==> src/rtl/regfile_fifo_read_pkg.sv <==
// rtl/regfile_fifo_read_pkg.sv - shared encodings and constants for the register-file read stage
package regfile_fifo_read_pkg;

  typedef enum logic [1:0] {
    ST_IDLE = 2'b00,
    ST_READ = 2'b01
  } state_t;

  localparam int ADDR_W = 5;

  // Downstream FIFO push strobe is active-low.
  localparam logic PUSH_ON  = 1'b0;
  localparam logic PUSH_OFF = 1'b1;

endpackage

==> src/rtl/regfile_fifo_read_hold.sv <==
// rtl/regfile_fifo_read_hold.sv - one-entry holding register between a register file and a FIFO
module rd_hold_buf #(
  parameter int width = 8
) (
  input  logic             i_clock,
  input  logic             i_reset_n,
  input  logic             i_flush,
  input  logic             i_load,
  input  logic             i_unload,
  input  logic [width-1:0] i_data,
  output logic             o_valid,
  output logic [width-1:0] o_data
);

  logic             r_valid;
  logic [width-1:0] r_data;

  // Load wins over unload; the caller never asks for both in one cycle.
  always_ff @(posedge i_clock or negedge i_reset_n) begin
    if (!i_reset_n) begin
      r_valid <= 1'b0;
      r_data  <= '0;
    end else if (i_flush) begin
      r_valid <= 1'b0;
    end else if (i_load) begin
      r_valid <= 1'b1;
      r_data  <= i_data;
    end else if (i_unload) begin
      r_valid <= 1'b0;
    end
  end

  assign o_valid = r_valid;
  assign o_data  = r_data;

endmodule

==> src/rtl/regfile_fifo_read.sv <==
// rtl/regfile_fifo_read.sv - reads a merged pass out of the register file into a downstream FIFO
module regfile_fifo_read
  import regfile_fifo_read_pkg::*;
#(
  parameter int width  = 8,
  parameter int depth  = 4,
  parameter int depth2 = depth + depth
) (
  input  logic              clock,
  input  logic              reset,
  input  logic              start,
  output logic [ADDR_W-1:0] readAddr,
  output logic              read_en,
  input  logic [width-1:0]  dataIn,
  input  logic              FIFO_full,
  output logic              push_dataOut,
  output logic [width-1:0]  dataOut,
  output logic              busy,
  output logic              done
);

  localparam logic [ADDR_W-1:0] LP_LAST = ADDR_W'(depth2);

  state_t              r_state;
  logic [ADDR_W-1:0]   r_count;
  logic                r_rd_vld;

  logic                w_in_read;
  logic                w_bad_state;
  logic                w_room;
  logic                w_issue;
  logic                w_load;
  logic                w_unload;
  logic                w_done;
  logic                w_hold_vld;
  logic [width-1:0]    w_hold_data;

  assign w_in_read   = (r_state == ST_READ);
  assign w_bad_state = (r_state != ST_READ) && (r_state != ST_IDLE);
  assign w_room      = FIFO_full;

  // A new read is only issued when the word it returns is guaranteed a slot:
  // nothing held, and the word now returning is not about to be parked.
  assign w_issue  = w_in_read && (r_count < LP_LAST) && !w_hold_vld
                  && !(r_rd_vld && !w_room);
  assign w_load   = r_rd_vld && !w_hold_vld && !w_room;
  assign w_unload = w_hold_vld && w_room;
  assign w_done   = w_in_read && (r_count == LP_LAST) && !r_rd_vld && !w_hold_vld;

  rd_hold_buf #(
    .width (width)
  ) u_hold (
    .i_clock   (clock),
    .i_reset_n (reset),
    .i_flush   (w_bad_state),
    .i_load    (w_load),
    .i_unload  (w_unload),
    .i_data    (dataIn),
    .o_valid   (w_hold_vld),
    .o_data    (w_hold_data)
  );

  always_ff @(posedge clock or negedge reset) begin
    if (!reset) begin
      r_state  <= ST_IDLE;
      r_count  <= '0;
      r_rd_vld <= 1'b0;
    end else begin
      r_rd_vld <= w_issue;
      case (r_state)
        ST_IDLE: begin
          if (start) begin
            r_state <= ST_READ;
            r_count <= '0;
          end
        end
        ST_READ: begin
          if (w_done) begin
            r_state <= ST_IDLE;
            r_count <= '0;
          end else if (w_issue) begin
            r_count <= r_count + ADDR_W'(1);
          end
        end
        default: begin
          r_state <= ST_IDLE;
          r_count <= '0;
        end
      endcase
    end
  end

  // The held word always goes out before the word returning from the register file.
  always_comb begin
    push_dataOut = PUSH_OFF;
    dataOut      = '0;
    if (w_in_read) begin
      if (w_hold_vld) begin
        dataOut = w_hold_data;
        if (w_room) push_dataOut = PUSH_ON;
      end else if (r_rd_vld) begin
        dataOut = dataIn;
        if (w_room) push_dataOut = PUSH_ON;
      end
    end
  end

  assign readAddr = r_count;
  assign read_en  = w_issue;
  assign busy     = w_in_read;
  assign done     = w_done;

endmodule

==> config.mk <==
export PLATFORM = sky130hd
export DESIGN_NAME = regfile_fifo_read
export DESIGN_NICKNAME = d
export VERILOG_FILES = /design/src/rtl/regfile_fifo_read_pkg.sv /design/src/rtl/regfile_fifo_read_hold.sv /design/src/rtl/regfile_fifo_read.sv
export SDC_FILE = /design/constraint.sdc
export NUM_CORES = 1
export LEC_CHECK = 0
export ABC_CLOCK_PERIOD_IN_PS = 1800
export BUFFER_PORTS_ARGS = -buffer_cell sky130_fd_sc_hd__buf_4
export CAP_MARGIN = 25
export CORE_ASPECT_RATIO = 1.25
export CORE_MARGIN = 4
export CORE_UTILIZATION = 48
export CTS_CLUSTER_SIZE = 14
export DETAILED_ROUTE_END_ITERATION = 8
export HOLD_SLACK_MARGIN = 0.1
export PLACE_DENSITY = 0.88
export SYNTH_ARGS = -nofsm -noshare
export SYNTH_HDL_FRONTEND = slang
export SYNTH_SLANG_ARGS = --single-unit
==> constraint.sdc <==
create_clock -name clock -period 1.8 [get_ports clock]
set_clock_uncertainty 0.1 [all_clocks]
set_input_delay 0.18 -clock clock [delete_from_list [all_inputs] [get_ports clock]]
set_output_delay 0.18 -clock clock [all_outputs]
set_load 0.05 [all_outputs]
==> reports/qor.yml, run 1 <==
cts_root_buffer: "clkbuf_4"
post_drt_via_cell_ratio: 5.48
ir_worst_vdd_v: 0.00147
total_power_mw: 2.59
netlist_area_um2: 843
slew_headroom: 0.816
diodes: 0
p_switching_mw: 1.27
floorplan.initialDensity: 0.520
cts_max_level: 1
grt_overflow: 0
p_leak_nw: 0.621
tightest_slew_ps: 276
synth_nets: 90
rsz0062_at_grt: "yes"
cp.required_ps: 1520
regArea_um2: 404
postLayoutCoreUtil: 0.815
worstSetupStartpointType: "flip-flop"
grt_pass1_vias: 831
ys_warn_count: 0
grt_pass1_wl_um: 3640
dr.pass1.iters: 4
first_iter_violations: 13
clkPwrFrac: 0.090
die_y_um: 54.9
hpwl_um: 1430
n_fill_cell: 101
avgSynthCellArea_um2: 11.1
clkTransAtPathRegs_ps: 90
core_region_area_um2: 1620
arrival_ps: 1510
tritoncts: "done"
cts_sinks: 16
postSynthCellCount: 76
cts_buffers: 3
maxCapViolations: 0
nets: 138
drive_gt1_frac: 0.561
gr-usage-all-layers: 0.205
setup_viol: 0
area_growth_pct: 56.7
clk_path_buf_depth: 2
p_sw_frac: 0.491
internal_power_mw: 1.32
p_comb_frac: 0.658
die_x_um: 45.5
multiInputGateArea_um2: 463
fp-row-count: 16
fin_crit_sh: 0.992
mostFrequentLayoutCells: "buf_4 (33), dfrtp_1 (13), dlygate4sd3_1 (11)"
drc_errors: 0
antenna_found_initial: 0
p_per_area_nw_per_um2: 1960
ys_seq_area_frac: 0.475
cp-end-kind: "output pin"
holdWs_ps: 195
gp_congestion: 0.774
max_stage_delay_ps: 420
status: "finished, final reports clean"
ys_ff_latch: 16
grt_max_degree: 17
fin_crit_ps: 1790
vias: 772
slowest_stage: "dfrtp_2"
hold_class: "input port to async pin"
ys_types: 28
io_pins: 29
io_buffers: 28
dpl_cell_area_um2: 1100
worst-path-max-fanout: 3
worstSetupPathType: "flip-flop to output pin"
pwr-share-seq: 0.251
antenna_left: 0
finalInstanceArea_um2: 1320
report.final.slew_viol_count: 0
timing.final.hold_violations: 0
wl_per_cell_um: 15.2
worstSkewPairLatency_ps: 280
die_area_um2: 2500
layout_commonest_cell: "buf_4"
finalWirelength_um: 2140
cp_cell_sequence: "inv_2, ha_4, and4bb_2, and3_4, buf_8"
fmax_mhz: 560
area by class of cell:
class	count	area share
clock buffer	4	0.0275
inverter	3	0.00852
tap	18	0.0170
timing repair buffer	46	0.291
multi-input combinational	54	0.350
sequential	16	0.306
what timing repair did:
action,in CTS,in global routing
endpoints found under the setup margin,9,9
gates resized for setup,5,8
endpoints found under the hold margin,26,0
pin swaps,1,1
gates cloned,0,0
hold buffers,11,0
setup buffers,3,2
metrics by stage:
step / setup WS [ps] / setup TNS (ps) / cells
2_1_floorplan: 6.53 / 0 / 76
5_1_grt: -46.8 / -49.7 / 141
3_5_place_dp: 223 / 0 / 121
6_report: 13.9 / 0 / 141
3_3_place_gp: 227 / 0 / 121
4_1_cts: 2.67 / 0 / 139
Yosys cell counts, drive strengths merged:
library cell	number	area [µm²]
mux2	8	90.1
ha	2	25.0
nor2	5	26.3
a31oi	1	6.26
nand3	2	10.0
mux2i	1	10.0
a22oi	7	52.6
o21ai	1	5.00
nor3b	1	7.51
o31ai	2	15.0
and4bb	1	12.5
o211ai	1	7.51
o22ai	1	6.26
a21bo	1	10.0
dfrtp	16	400
nor2b	8	50.1
nor4b	1	23.8
and2	2	13.8
and3	1	7.51
nand2b	2	12.5
inv	3	11.3
clkbuf	1	3.75
nand2	5	18.8
a32oi	1	8.76
buf	2	8.75
sequential cells by signal, indices dropped and copies added (netlist names):
name / flops
r_rd_vld: 1
r_state: 1
readAddr: 5
u_hold.o_data: 8
u_hold.o_valid: 1
power groups by stage:
| stage | clock [mW] | combinational, mW | sequential [mW] |
|---|---|---|---|
| 2_1_floorplan | 0 | 0.954 | 0.817 |
| 3_5_place_dp | 0 | 1.51 | 0.669 |
| 4_1_cts | 0.242 | 1.61 | 0.644 |
| 3_3_place_gp | 0 | 1.48 | 0.658 |
| 5_1_grt | 0.252 | 1.81 | 0.674 |
| 6_report | 0.234 | 1.70 | 0.651 |
worst max-delay path, delay by kind of cell (launching register included):
family / cells / cell delay [ps]
flip-flops: 1 / 420
AND/OR/NAND/NOR: 2 / 450
adder cells (fa/ha/maj): 1 / 120
buffers and inverters: 2 / 240
metal layers:
metal	GRT usage	share of wire	vias up
met2	0.377	0.50	28
met3	0.0362	0.077	2
met4	0.0732	0.0019	0
met1	0.232	0.42	375
met5	0	0	-
li1	-	-	367
worst paths after layout:
path | start | end | slack [ps] | cells after the start
setup / recovery | readAddr[0] | done | 10 | 5
hold / removal | reset | u_hold.o_data[6] | 190 | 2
setup reg to reg | r_rd_vld | u_hold.o_data[1] | 300 | 3
hold reg to reg | u_hold.o_data[0] | u_hold.o_data[0] | 420 | 1
max in group asynchronous | reset | r_state[0] | 1200 | 2
min in group clock | FIFO_full | readAddr[0] | 390 | 4
cell families after synthesis:
family                     Yosys count  share of synthesized area
and+or+nand+nor                     28                      0.217
DFF                                 16                      0.475
AOI/OAI and AO/OA                   15                      0.132
muxes                                9                      0.119
buffers and inverters                6                     0.0282
adders and majority gates            2                     0.0297
Note: power is estimated with default switching activity, not from simulation.
==> run 2: changes to the inputs <==
--- a/config.mk
+++ b/config.mk
@@ -14,6 +14,7 @@
 export CTS_CLUSTER_SIZE = 14
 export DETAILED_ROUTE_END_ITERATION = 8
 export HOLD_SLACK_MARGIN = 0.1
+export MAX_ROUTING_LAYER = met4
 export PLACE_DENSITY = 0.88
 export SYNTH_ARGS = -nofsm -noshare
 export SYNTH_HDL_FRONTEND = slang
==> reports/qor.yml, run 2 (same netlist as run 1, synthesis figures left out) <==
diodes: 0
post_drt_via_cell_ratio: 5.57
met3WireLength_um: 190
maxUsedRoutingLayer: "met4"
drc_errors: 0
mostFrequentLayoutCells: "buf_4 (33), dfrtp_1 (13), dlygate4sd3_1 (11)"
antenna_left: 0
antenna_found_initial: 0
rsz0062_at_grt: "yes"
n_fill_cell: 101
grt_pass1_wl_um: 3660
cp.required_ps: 1520
wl_per_cell_um: 15.1
worstSetupStartpointType: "flip-flop"
vias: 786
grt_pass1_vias: 829
fin_crit_sh: 0.991
grt_max_degree: 17
ir_worst_vdd_v: 0.00147
route.met2.wl_um: 1070
status: "finished, final reports clean"
cts_buffers: 3
grt_overflow: 0
cts_sinks: 16
setup_ws_ps: 15.9
gr-usage-all-layers: 0.212
clk_path_buf_depth: 2
finalWirelength_um: 2130
p_leak_nw: 0.621
holdWs_ps: 193
largest_reg_flops: 8
die_x_um: 45.5
hpwl_um: 1430
fin_crit_ps: 1780
io_buffers: 28
tns_ps: 0
maxCapViolations: 0
gp_congestion: 0.784
hold_class: "input port to async pin"
dr.pass1.iters: 4
first_iter_violations: 15
timing.final.hold_violations: 0
total_power_mw: 2.59
nets: 138
arrival_ps: 1500
tritoncts: "done"
p_per_area_nw_per_um2: 1960
area_growth_pct: 56.7
die_area_um2: 2500
layout_commonest_cell: "buf_4"
setup_viol: 0
worst-path-max-fanout: 3
cts_max_level: 1
io_pins: 29
cts_root_buffer: "clkbuf_4"
drt-met1-wl_um: 851
die_y_um: 54.9
worstSkewPairLatency_ps: 290
report.final.slew_viol_count: 0
postLayoutCoreUtil: 0.815
slew_headroom: 0.821
fmax_mhz: 561
tightest_slew_ps: 268
core_region_area_um2: 1620
fp-row-count: 16
drive_gt1_frac: 0.561
worstSetupPathType: "flip-flop to output pin"
clkTransAtPathRegs_ps: 90
floorplan.initialDensity: 0.520
cp-end-kind: "output pin"
dpl_worst_slack_ps: 223
==> run 2: cell counts in the layout (fill, tap and decap cells not counted) <==
Identical to the previous run, type by type.
==> run 2: routing by layer <==
layer,up-vias,GRT usage
met5,-,-
met4,0,0.0732
met3,4,0.0362
met2,38,0.377
met1,377,0.234
li1,367,-
==> run 2: repair_timing <==
action | in CTS | in global routing
hold buffers | 11 | 0
hold endpoints to repair | 26 | 0
setup endpoints to repair | 9 | 9
pin swaps | 1 | 1
resized for setup | 5 | 8
buffers inserted | 3 | 2
==> run 2: final timing paths <==
check | start | endpoint | slack (ps) | cells after the start
max | readAddr[0] | done | 20 | 5
min | reset | u_hold.o_data[6] | 190 | 2
max reg2reg | r_rd_vld | u_hold.o_data[1] | 310 | 3
min reg2reg | u_hold.o_data[0] | u_hold.o_data[0] | 420 | 1
max in group asynchronous | reset | r_state[0] | 1200 | 2
min in group clock | FIFO_full | readAddr[0] | 370 | 4
==> run 2: area by class of cell <==
class                           count  area [µm²]  share of cell area
Multi-Input combinational cell     54         463               0.350
Sequential cell                    16         404               0.306
Timing Repair Buffer               46         384               0.291
Clock buffer                        4        36.3              0.0275
Tap cell                           18        22.5              0.0170
Inverter                            3        11.3             0.00852
==> run 2: where the power goes <==
part / total, mW / switching (mW) / internal [mW]
clock: 0.236 / 0.112 / 0.123
sequential: 0.652 / 0.127 / 0.525
combinational: 1.70 / 1.03 / 0.670
total: 2.59 / 1.27 / 1.32
==> run 2: worst max-delay path, stage by stage, from the launching register on <==
cell and delay, ps:
dfrtp_2 420, inv_2 90, ha_4 120, and4bb_2 230
and3_4 220, buf_8 150
==> run 2: metrics by stage <==
stage / std cells / area [µm²]
finish: 141 / 1320
global route: 141 / 1320
CTS: 139 / 1280
detailed placement: 121 / 1100
global placement: 121 / 1100
floorplan: 76 / 863
